File: src/rtl/btn_event_sched.sv
// btn_event_sched: collects per-channel press/release strobes from debounced
// switches. It arbitrates the pending events round-robin onto one
// valid/ready event port.
//
// Optional feature macro: BTN_EVENT_SCHED_AUTOREPEAT_EN
//   Adds auto-repeat (type 2'b10) events while a key stays pressed.
//   Adds the ports rpt_delay_i and rpt_period_i.
//
// Ports:
//   clk_i, rst_n_i      clock, asynchronous active-low reset
//   down_i / up_i       one-cycle press / release strobes, bit k = channel k
//   state_i             debounced level per channel (1 = pressed)
//   rpt_delay_i         cycles from press to first repeat (macro only, 0 = off)
//   rpt_period_i        cycles between repeats (macro only, 0 = off)
//   evt_valid_o/ready_i event handshake
//   evt_id_o/type_o     channel index and event type (00 press, 01 release, 10 repeat)
//   ovf_o / ovf_clr_i   sticky lost-event flag and its clear
//   busy_o              any event pending or presented (combinational)
module btn_event_sched #(
    parameter int unsigned N_CH      = 4,
    parameter int unsigned ID_WIDTH  = 2,
    parameter int unsigned RPT_WIDTH = 20
) (
    input  logic                 clk_i,
    input  logic                 rst_n_i,
    input  logic [N_CH-1:0]      down_i,
    input  logic [N_CH-1:0]      up_i,
    input  logic [N_CH-1:0]      state_i,
`ifdef BTN_EVENT_SCHED_AUTOREPEAT_EN
    input  logic [RPT_WIDTH-1:0] rpt_delay_i,
    input  logic [RPT_WIDTH-1:0] rpt_period_i,
`endif
    output logic                 evt_valid_o,
    input  logic                 evt_ready_i,
    output logic [ID_WIDTH-1:0]  evt_id_o,
    output logic [1:0]           evt_type_o,
    output logic                 ovf_o,
    input  logic                 ovf_clr_i,
    output logic                 busy_o
);

    localparam int unsigned N_IDX       = 1 << ID_WIDTH;
    localparam logic [1:0]  TYPE_PRESS  = 2'b00;
    localparam logic [1:0]  TYPE_RELEASE = 2'b01;
    localparam logic [1:0]  TYPE_REPEAT = 2'b10;

    // Elaboration-time parameter sanity check
    if (N_CH < 2 || N_CH > 16 || N_IDX < N_CH || RPT_WIDTH < 1) begin : g_bad_param
        $error("btn_event_sched: illegal parameter combination");
    end

    logic [N_CH-1:0]     pd_dn, pd_up, pd_rp;
    logic [N_CH-1:0]     pd_dn_n, pd_up_n, pd_rp_n;
    logic [N_CH-1:0]     clr_dn, clr_up, clr_rp;
    logic [N_CH-1:0]     rp_set, rp_stop;
    logic [N_IDX-1:0]    any_pd;
    logic [ID_WIDTH-1:0] rr_ptr, rr_next, gnt_idx, cand;
    logic [1:0]          gnt_type;
    logic                gnt_found;
    logic                load;
    logic                ovf_set;
    int unsigned         idx_sum;

    // Output register may take a new event when empty or being consumed now
    assign load = ~evt_valid_o | evt_ready_i;

    // Release or a dropped level ends any repeat activity on that channel
    assign rp_stop = up_i | ~state_i;

`ifdef BTN_EVENT_SCHED_AUTOREPEAT_EN
    // Per-channel repeat down-counter, armed by a press
    logic                 rpt_en;
    logic [N_CH-1:0]      rpt_act;
    logic [RPT_WIDTH-1:0] rpt_cnt [N_CH];

    assign rpt_en = (rpt_delay_i != '0) && (rpt_period_i != '0);

    always_comb begin
        rp_set = '0;
        for (int unsigned k = 0; k < N_CH; k++) begin
            rp_set[k] = rpt_act[k] & rpt_en & ~down_i[k] & ~rp_stop[k]
                        & (rpt_cnt[k] == RPT_WIDTH'(1));
        end
    end

    always_ff @(posedge clk_i or negedge rst_n_i) begin
        if (!rst_n_i) begin
            rpt_act <= '0;
            for (int unsigned k = 0; k < N_CH; k++) begin
                rpt_cnt[k] <= '0;
            end
        end else begin
            for (int unsigned k = 0; k < N_CH; k++) begin
                if (down_i[k]) begin
                    rpt_act[k] <= rpt_en;
                    rpt_cnt[k] <= rpt_delay_i;
                end else if (rp_stop[k] || !rpt_en) begin
                    rpt_act[k] <= 1'b0;
                end else if (rpt_act[k]) begin
                    // Expiry reloads with the period for the next repeat
                    rpt_cnt[k] <= (rpt_cnt[k] == RPT_WIDTH'(1)) ? rpt_period_i
                                                                : rpt_cnt[k] - RPT_WIDTH'(1);
                end
            end
        end
    end
`else
    assign rp_set = '0;
`endif

    // Channel request vector, padded so any ID_WIDTH index is legal
    always_comb begin
        any_pd = '0;
        any_pd[N_CH-1:0] = pd_dn | pd_up | pd_rp;
    end

    // Round-robin search starting at rr_ptr
    always_comb begin
        gnt_found = 1'b0;
        gnt_idx   = rr_ptr;
        cand      = '0;
        idx_sum   = 0;
        for (int unsigned i = 0; i < N_CH; i++) begin
            idx_sum = 32'(rr_ptr) + i;
            if (idx_sum >= N_CH) begin
                idx_sum = idx_sum - N_CH;
            end
            cand = ID_WIDTH'(idx_sum);
            if (!gnt_found && any_pd[cand]) begin
                gnt_found = 1'b1;
                gnt_idx   = cand;
            end
        end
    end

    assign rr_next = (gnt_idx == ID_WIDTH'(N_CH - 1)) ? '0 : gnt_idx + ID_WIDTH'(1);

    // Pick one event of the granted channel: press > release > repeat
    always_comb begin
        gnt_type = TYPE_PRESS;
        clr_dn   = '0;
        clr_up   = '0;
        clr_rp   = '0;
        for (int unsigned k = 0; k < N_CH; k++) begin
            if (load && gnt_found && gnt_idx == ID_WIDTH'(k)) begin
                if (pd_dn[k]) begin
                    gnt_type  = TYPE_PRESS;
                    clr_dn[k] = 1'b1;
                end else if (pd_up[k]) begin
                    gnt_type  = TYPE_RELEASE;
                    clr_up[k] = 1'b1;
                end else begin
                    gnt_type  = TYPE_REPEAT;
                    clr_rp[k] = 1'b1;
                end
            end
        end
    end

    // A new strobe beats a same-cycle clear; a strobe on a still-held bit is lost
    always_comb begin
        pd_dn_n = (pd_dn & ~clr_dn) | down_i;
        pd_up_n = (pd_up & ~clr_up) | up_i;
        pd_rp_n = ((pd_rp & ~clr_rp) | rp_set) & ~rp_stop;
        ovf_set = (|(down_i & pd_dn & ~clr_dn))
                | (|(up_i   & pd_up & ~clr_up))
                | (|(rp_set & pd_rp & ~clr_rp));
    end

    // Pending store, arbitration pointer, output register and overflow flag
    always_ff @(posedge clk_i or negedge rst_n_i) begin
        if (!rst_n_i) begin
            pd_dn       <= '0;
            pd_up       <= '0;
            pd_rp       <= '0;
            rr_ptr      <= '0;
            evt_valid_o <= 1'b0;
            evt_id_o    <= '0;
            evt_type_o  <= 2'b00;
            ovf_o       <= 1'b0;
        end else begin
            pd_dn <= pd_dn_n;
            pd_up <= pd_up_n;
            pd_rp <= pd_rp_n;
            ovf_o <= ovf_set | (ovf_o & ~ovf_clr_i);
            if (load) begin
                evt_valid_o <= gnt_found;
                if (gnt_found) begin
                    evt_id_o   <= gnt_idx;
                    evt_type_o <= gnt_type;
                    rr_ptr     <= rr_next;
                end
            end
        end
    end

    assign busy_o = (|pd_dn) | (|pd_up) | (|pd_rp) | evt_valid_o;

endmodule

File: config.mk
export PLATFORM = sky130hd
export DESIGN_NAME = btn_event_sched
export DESIGN_NICKNAME = d
export VERILOG_FILES = /design/src/rtl/btn_event_sched.sv
export SDC_FILE = /design/constraint.sdc
export NUM_CORES = 1
export LEC_CHECK = 0
export ABC_AREA = 0
export CAP_MARGIN = 20
export CORE_MARGIN = 5
export CORE_UTILIZATION = 52
export CTS_BUF_LIST = sky130_fd_sc_hd__clkbuf_4 sky130_fd_sc_hd__clkbuf_8
export DETAILED_ROUTE_END_ITERATION = 10
export MAX_ROUTING_LAYER = met4
export PLACE_DENSITY = 0.81
export SLEW_MARGIN = 20
export SYNTH_ARGS = -nofsm -noshare
export SYNTH_HDL_FRONTEND = slang
export SYNTH_SLANG_ARGS = --single-unit
File: constraint.sdc
create_clock -name clk_i -period 3.4 [get_ports clk_i]
set_input_delay 1.02 -clock clk_i [delete_from_list [all_inputs] [get_ports clk_i]]
set_output_delay 1.02 -clock clk_i [all_outputs]
set_load 0.02 [all_outputs]
==> metrics.md, run 1 <==
| Metric | Value |
|---|---|
| Die X | 56.5 um |
| Setup WS post-layout | around 0.12 ns |
| Most frequent cells after synthesis | 20 x dfrtp_1, 14 x nand2_1, 8 x inv_1 |
| DR vias | ~980 |
| First-pass iteration count of the detailed router | 4 |
| CTS Buf Count | 3 |
| CORE AREA | 2000 um^2 |
| I/O Buffers | 22 |
| CP Cell Sequence | nor3_2 -> nand2_1 -> or3_1 -> clkdlybuf4s50_1 |
| Fraction of layout cells with a size suffix above 1 | under 10% |
| Mapped cell area | 1120 um^2 |
| GR Overflow Total | 0 |
| Htree depth | 1 |
| Worst R2R Start | pd_up[2]$_DFF_PN0_ |
| R2r setup slk | about 0.5 ns |
| Io pins | 23 |
| DRC viols | 0 |
| CP max stage cell | clkdlybuf4s50_1 |
| Number of clock sinks | 20 |
| Clk pwr share | 16.5% |
| Final HPWL DP | 1.89 mm |
| Synthesized Nets | 136 |
| CP Buf/Inv Count | 1 |
| Post-synth EDFFs | 0 |
| Worst skew pair latency | between 0.3 and 0.4 ns |
| Crit-path leading delay family | simple AND/OR/NAND/NOR gates |
| Hold Vio Cnt, Final | 0 |
| Max Cap Viol | 0 |
| Initial Utilization | 56.2% |
| CTS Hold Bufs | 0 |
| Crit-path max cell delay | around 0.54 ns |
| Critical Path Fanout Max | 6 |
| Number of DRC markers in iteration 0 | 15 |
| GRT Overall Usage | 17.3% |
| Reg2reg path depth | 8 |
| Unrepaired setup endpoints after global routing | false |
| Clock Skew | between 0.003 and 0.004 ns |
| Final design utilization | 70.6% |
| Leakage | between 0.5 and 0.6 nW |
| Worst-margin pin slew | 0.888 ns |
| RR Endpoint | evt_type_o[1]$_DFFE_PN0P_ |
| Vias in the first global route | between 900 and 1000 |
| Power Internal | 0.518 mW |
| Num rows | 16 |
| Worst Setup Start Kind | flop |
| Initial antenna violation count | 0 |
| Area leader, netlist | dfrtp_1 |
| Slew Limit Fails | 0 |
| Setup_tns | 0 ns |
| Hold Path Origin | pd_rp[2]$_DFF_PN0_ |
| Ys flop type | dfrtp_1 |
| Crit path required time | roughly 2.4 ns |
| Die area | 3190 um^2 |
| Async S/R FF share, synth | 100% |
| First-pass GRT wire length | 4.28 mm |
| Switching power | 0.333 mW |
| Max-slew headroom | 40.6% |
| Total power | 0.850 mW |
| Mean Syn Cell Area | 9.70 um^2 |
| Reg clk slew, reported paths | about 0.11 ns |
| Hold Path Stages | 2 |
| Synth warn | 0 |
| Type of destination of the critical path | output pin |
| Final ANT Viol Nets | 0 |
| Final-report setup violation count | 0 |
| Register bit total from synthesis | 20 |
| TritonCTS clock tree | yes |
| Synth top area share | roughly 44% |
| Sequential Power Share | between 40% and 50% |
| Post-CTS resize count | 0 |
| Most frequent cell after synthesis | dfrtp_1 |
| Combinational Power Share | 42.6% |
| Worst VDD drop | 521 uV |
| Cells after Synth | 116 |
| Gp weighted congestion | 0.821 |
| Die Height | approximately 57 um |
| Place WS | 0.467 ns |
| Sequential cell area fraction in the yosys report | between 40% and 50% |
| Fmax achieved | 0.305 GHz |
| Final Cycle Share | 96.6% |
| Final min period | ~3.3 ns |
| Area growth syn-to-layout | 25.6% |
| Pin count of the biggest net entering global routing | 21 |
| Count of unique library cells instantiated by Yosys | 38 |
| Hold WC Path Type | flop to flop |
| WL/cell | 14.7 um |
| Status | finished, final reports clean |
| Vias/cell | 5.83 |
| Hold Crit Endpoint | pd_rp[2]$_DFF_PN0_ |
| Antenna cells | 0 |
| Ranking of synthesized cells by area | dfrtp_1 44%, nand2_1 4.7%, ha_1 4.4%, o21ai_0 3.1%, a31oi_1 2.8% |
| CP Class | flop to output pin |
| CP Data Arrival Time | 2.26 ns |
| Post-CTS setup buffers | 0 |
| Net Sw Frac | 39.1% |
| Drt total wl | 2.48 mm |
| PD cells | 602 nW/um^2 |
| Root buffer cell | clkbuf_4 |
| Max Root-Sink Buffers | 2 |
| # nets final | 162 |
worst max path at each step:
stage,end,slack [ns],start,cells past startpoint
after global routing,busy_o,0.01,pd_dn[1]$_DFF_PN0_,4
after CTS,busy_o,0.12,pd_up[1]$_DFF_PN0_,4
final,busy_o,0.12,pd_up[1]$_DFF_PN0_,4
after detailed placement,busy_o,0.47,pd_up[1]$_DFF_PN0_,4
after floorplan,evt_type_o[0]$_DFFE_PN0P_,1.03,pd_up[2]$_DFF_PN0_,10
after global placement,busy_o,0.53,pd_up[1]$_DFF_PN0_,4
cell type report:
cell class	count	area (um^2)
clock buffer	4	36.3
multi-input combinational	86	584
fill	156	589
timing repair buffer	23	228
sequential	20	500
inverter	8	30.0
tap	27	33.8
cell usage in the layout (no fill, tap or decap), types with 4 or more instances in the layout:
cell type / instances
a21o_1: 4
clkdlybuf4s50_1: 22
or3_1: 4
ha_1: 4
nand2_1: 14
nor3_1: 5
inv_1: 8
a31oi_1: 5
a21oi_1: 6
o21ai_0: 7
dfrtp_1: 20
nor2_1: 4
registers in the layout (all words and copies together), names as in the netlist:
register	cells
evt_type_o	2
pd_dn	4
evt_valid_o	1
rr_ptr	2
pd_up	4
evt_id_o	2
ovf_o	1
pd_rp	4
stage by stage:
step                hold WS (ns)  cells  instance area (um^2)
detailed placement         0.512    164                  1380
floorplan                  0.493    116                  1120
CTS                        0.528    168                  1410
global route               0.540    168                  1410
finish                     0.521    168                  1410
global placement           0.509    164                  1380
layer usage:
metal  vias up  share of wire, %  track usage [%]
met1       466                45             21.4
li1        481                 -                -
met4         0               1.9             8.47
met2        27                48             26.7
met5         -                 0                -
met3         5               4.8             3.44
worst reg2reg max path, delay by kind of cell, from the launching register on:
kind	cells	cell delay, ns
compound gates	4	1.27
fa+ha+maj	1	0.29
buf+inv	1	0.18
flops	1	0.45
simple gates	2	0.58
logic make-up (layout without fill, tap and decap cells):
kind of cell,count (synthesis),count (layout),synth area share [%]
compound gates,37,37,23.6
buf+inv,10,35,3.56
fa+ha+maj,4,4,4.45
flops,20,20,44.5
mux,2,2,1.89
simple gates,43,43,22.0
power groups by stage:
stage	sequential, mW	combinational (mW)	clock [mW]
after floorplan	0.358	0.227	0
after global placement	0.347	0.345	0
after detailed placement	0.352	0.354	0
after CTS	0.347	0.358	0.142
after global routing	0.358	0.404	0.152
final	0.348	0.362	0.141
(Power assumes the default switching activity.)
==> inputs of run 2 (changes only) <==
CORE_MARGIN = 2   (was 5)
PLACE_DENSITY = 0.91   (was 0.81)
==> metrics.md, run 2 (synthesized netlist as in run 1, its figures left out) <==
| Metric | Value |
|---|---|
| Status | finished, final reports clean |
| Max Root-Sink Buffers | 2 (unchanged) |
| Post-CTS resize count | 0 (unchanged) |
| Initial Utilization | 56.2% (unchanged) |
| Initial antenna violation count | 0 (unchanged) |
| Vias/cell | 6.02 (+3.3%) |
| Vias in the first global route | 929 (-1.6%) |
| Net Sw Frac | 39.5% (+0.39 points) |
| Final-report setup violation count | 0 (unchanged) |
| Area growth syn-to-layout | 26.7% |
| FF+latch area | 500 um^2 (unchanged) |
| Pin count of the biggest net entering global routing | 21 (unchanged) |
| GR Overflow Total | 0 (unchanged) |
| Number of DRC markers in iteration 0 | 32 (+17) |
| Crit path required time | 2.38 ns (about the same) |
| Hold Path Stages | 2 (unchanged) |
| CORE AREA | 2000 um^2 (unchanged) |
| Num rows | 16 (unchanged) |
| Worst skew pair latency | 0.30 ns (about the same) |
| Filler cells | 154 (-1.3%) |
| Max Cap Viol | 0 (unchanged) |
| Reg clk slew, reported paths | 0.12 ns (about the same) |
| Die Height | 50.5 um (-11%) |
| Slew Limit Fails | 0 (unchanged) |
| Leakage | 0.546 nW (+1.2%) |
| # nets final | 162 (unchanged) |
| Placed Area | 1380 um^2 (unchanged) |
| Htree depth | 1 (unchanged) |
| CTS Hold Bufs | 0 (unchanged) |
| First-pass iteration count of the detailed router | 4 (unchanged) |
| DR vias | 1011 (+3.3%) |
| Final HPWL DP | 1.86 mm (-1.2%) |
| PD cells | 601 nW/um^2 (-0.18%) |
| CP Class | flop to output pin |
| CP Data Arrival Time | 2.29 ns (+0.03 ns) |
| Max-slew headroom | 39.8% (-0.82 points) |
| Post-route cell area | 1430 um^2 (+0.89%) |
| Setup_tns | 0 ns (unchanged) |
| Gp weighted congestion | 0.843 (+2.7%) |
| Io pins | 23 (unchanged) |
| WL/cell | 15.3 um (+4.1%) |
| Reg2reg path depth | 10 (+2) |
| Final Cycle Share | 97.3% (+0.76 points) |
| Fraction of layout cells with a size suffix above 1 | 8.51% (unchanged) |
| Antenna cells | 0 (unchanged) |
| Multi-input gate area | 597 um^2 (+2.1%) |
| TritonCTS clock tree | yes |
| Sequential Power Share | 41.5% (+0.6 points) |
| Most frequent cells in the layout | 22 x clkdlybuf4s50_1, 20 x dfrtp_1, 14 x nand2_1, 8 x inv_1, 7 x o21ai_0 |
| Regs by FF count | pd_dn x4, pd_rp x4, pd_up x4 |
| Switching power | 0.338 mW (+1.7%) |
| Final min period | 3.31 ns (+0.0259 ns) |
| Worst VDD drop | 424 uV (-19%) |
| First-pass GRT wire length | 4.21 mm (-1.6%) |
| Drt total wl | 2.58 mm (+4.1%) |
| Unrepaired setup endpoints after global routing | false |
| CTS Buf Count | 3 (unchanged) |
| Fmax achieved | 0.302 GHz (-0.78%) |
| Hold Vio Cnt, Final | 0 (unchanged) |
| Clock Skew | 0.00356 ns (+0.000102 ns) |
| Number of clock sinks | 20 (unchanged) |
| Worst Setup Start Kind | flop |
| Worst-margin pin slew | 0.900 ns (+0.0122 ns) |
| Final ANT Viol Nets | 0 (unchanged) |
| Type of destination of the critical path | output pin |
| Power Internal | 0.518 mW (about the same) |
| Root buffer cell | clkbuf_4 |
| Post-CTS setup buffers | 0 (unchanged) |
| DRC viols | 0 (unchanged) |
| Clk pwr share | 16.3% (-0.2 points) |
| Die area | 2550 um^2 (-20%) |
| Most common cell after layout, fill and taps aside | clkdlybuf4s50_1 |
| Hold WC Path Type | flop to flop |
| Die X | 50.5 um (-11%) |
| Combinational Power Share | 42.2% (-0.4 points) |
| I/O Buffers | 22 (unchanged) |
| GRT Overall Usage | 22.4% (+5.2 points) |
| Critical Path Fanout Max | 7 (+1) |
## run 2: changes by cell type in the layout (fill, tap and decap cells not counted)
cell,change
nor3_4,+2
nor3_2,-2
## run 2: metal layers
metal	global-route usage [%]	share of wire, %	up-vias
met5	-	0	-
met4	9.01	1.8	0
met1	28.7	43	487
met3	3.57	6.6	7
li1	-	-	479
met2	35.7	48	38
## run 2: critical path, stage by stage, from the launching register on
cell	delay, ns
dfrtp_1	0.48
nor3_4	0.38
nand2_1	0.16
or3_1	0.41
clkdlybuf4s50_1	0.55
## run 2: through the flow
| stage | power, mW | worst slack [ns] | std cells | utilization, % | hold slack [ns] |
|---|---|---|---|---|---|
| floorplan | 0.585 | 1.03 | 116 | - | 0.493 |
| global placement | 0.688 | 0.535 | 164 | 68.8 | 0.508 |
| detailed placement | 0.705 | 0.381 | 164 | 68.8 | 0.518 |
| CTS | 0.844 | 0.0396 | 168 | 70.6 | 0.533 |
| global route | 0.918 | 0.0226 | 168 | 71.2 | 0.572 |
| finish | 0.856 | 0.0909 | 168 | 71.2 | 0.529 |
## run 2: power groups by stage
stage | sequential (mW) | clock [mW] | combinational, mW
finish | 0.355 | 0.140 | 0.361
global route | 0.362 | 0.152 | 0.404
CTS | 0.348 | 0.140 | 0.356
detailed placement | 0.353 | 0 | 0.353
global placement | 0.346 | 0 | 0.342
floorplan | 0.358 | 0 | 0.227
## run 2: cell type report
type,count,share of cell area [%]
multi-input combinational,86,41.9
timing repair buffer,23,16.0
clock buffer,4,2.55
tap,27,2.37
sequential,20,35.1
inverter,8,2.11
## run 2: worst paths after layout
check                                         from                         to  slack [ns]
max                             pd_up[0]$_DFF_PN0_                     busy_o        0.09
min                        evt_id_o[1]$_DFFE_PN0P_    evt_id_o[1]$_DFFE_PN0P_        0.53
max reg2reg                     pd_up[2]$_DFF_PN0_  evt_type_o[0]$_DFFE_PN0P_        0.59
min reg2reg                evt_id_o[1]$_DFFE_PN0P_    evt_id_o[1]$_DFFE_PN0P_        0.53
max in group asynchronous                  rst_n_i      rr_ptr[1]$_DFFE_PN0P_        1.64
min in group asynchronous                  rst_n_i         pd_dn[3]$_DFF_PN0_        1.21
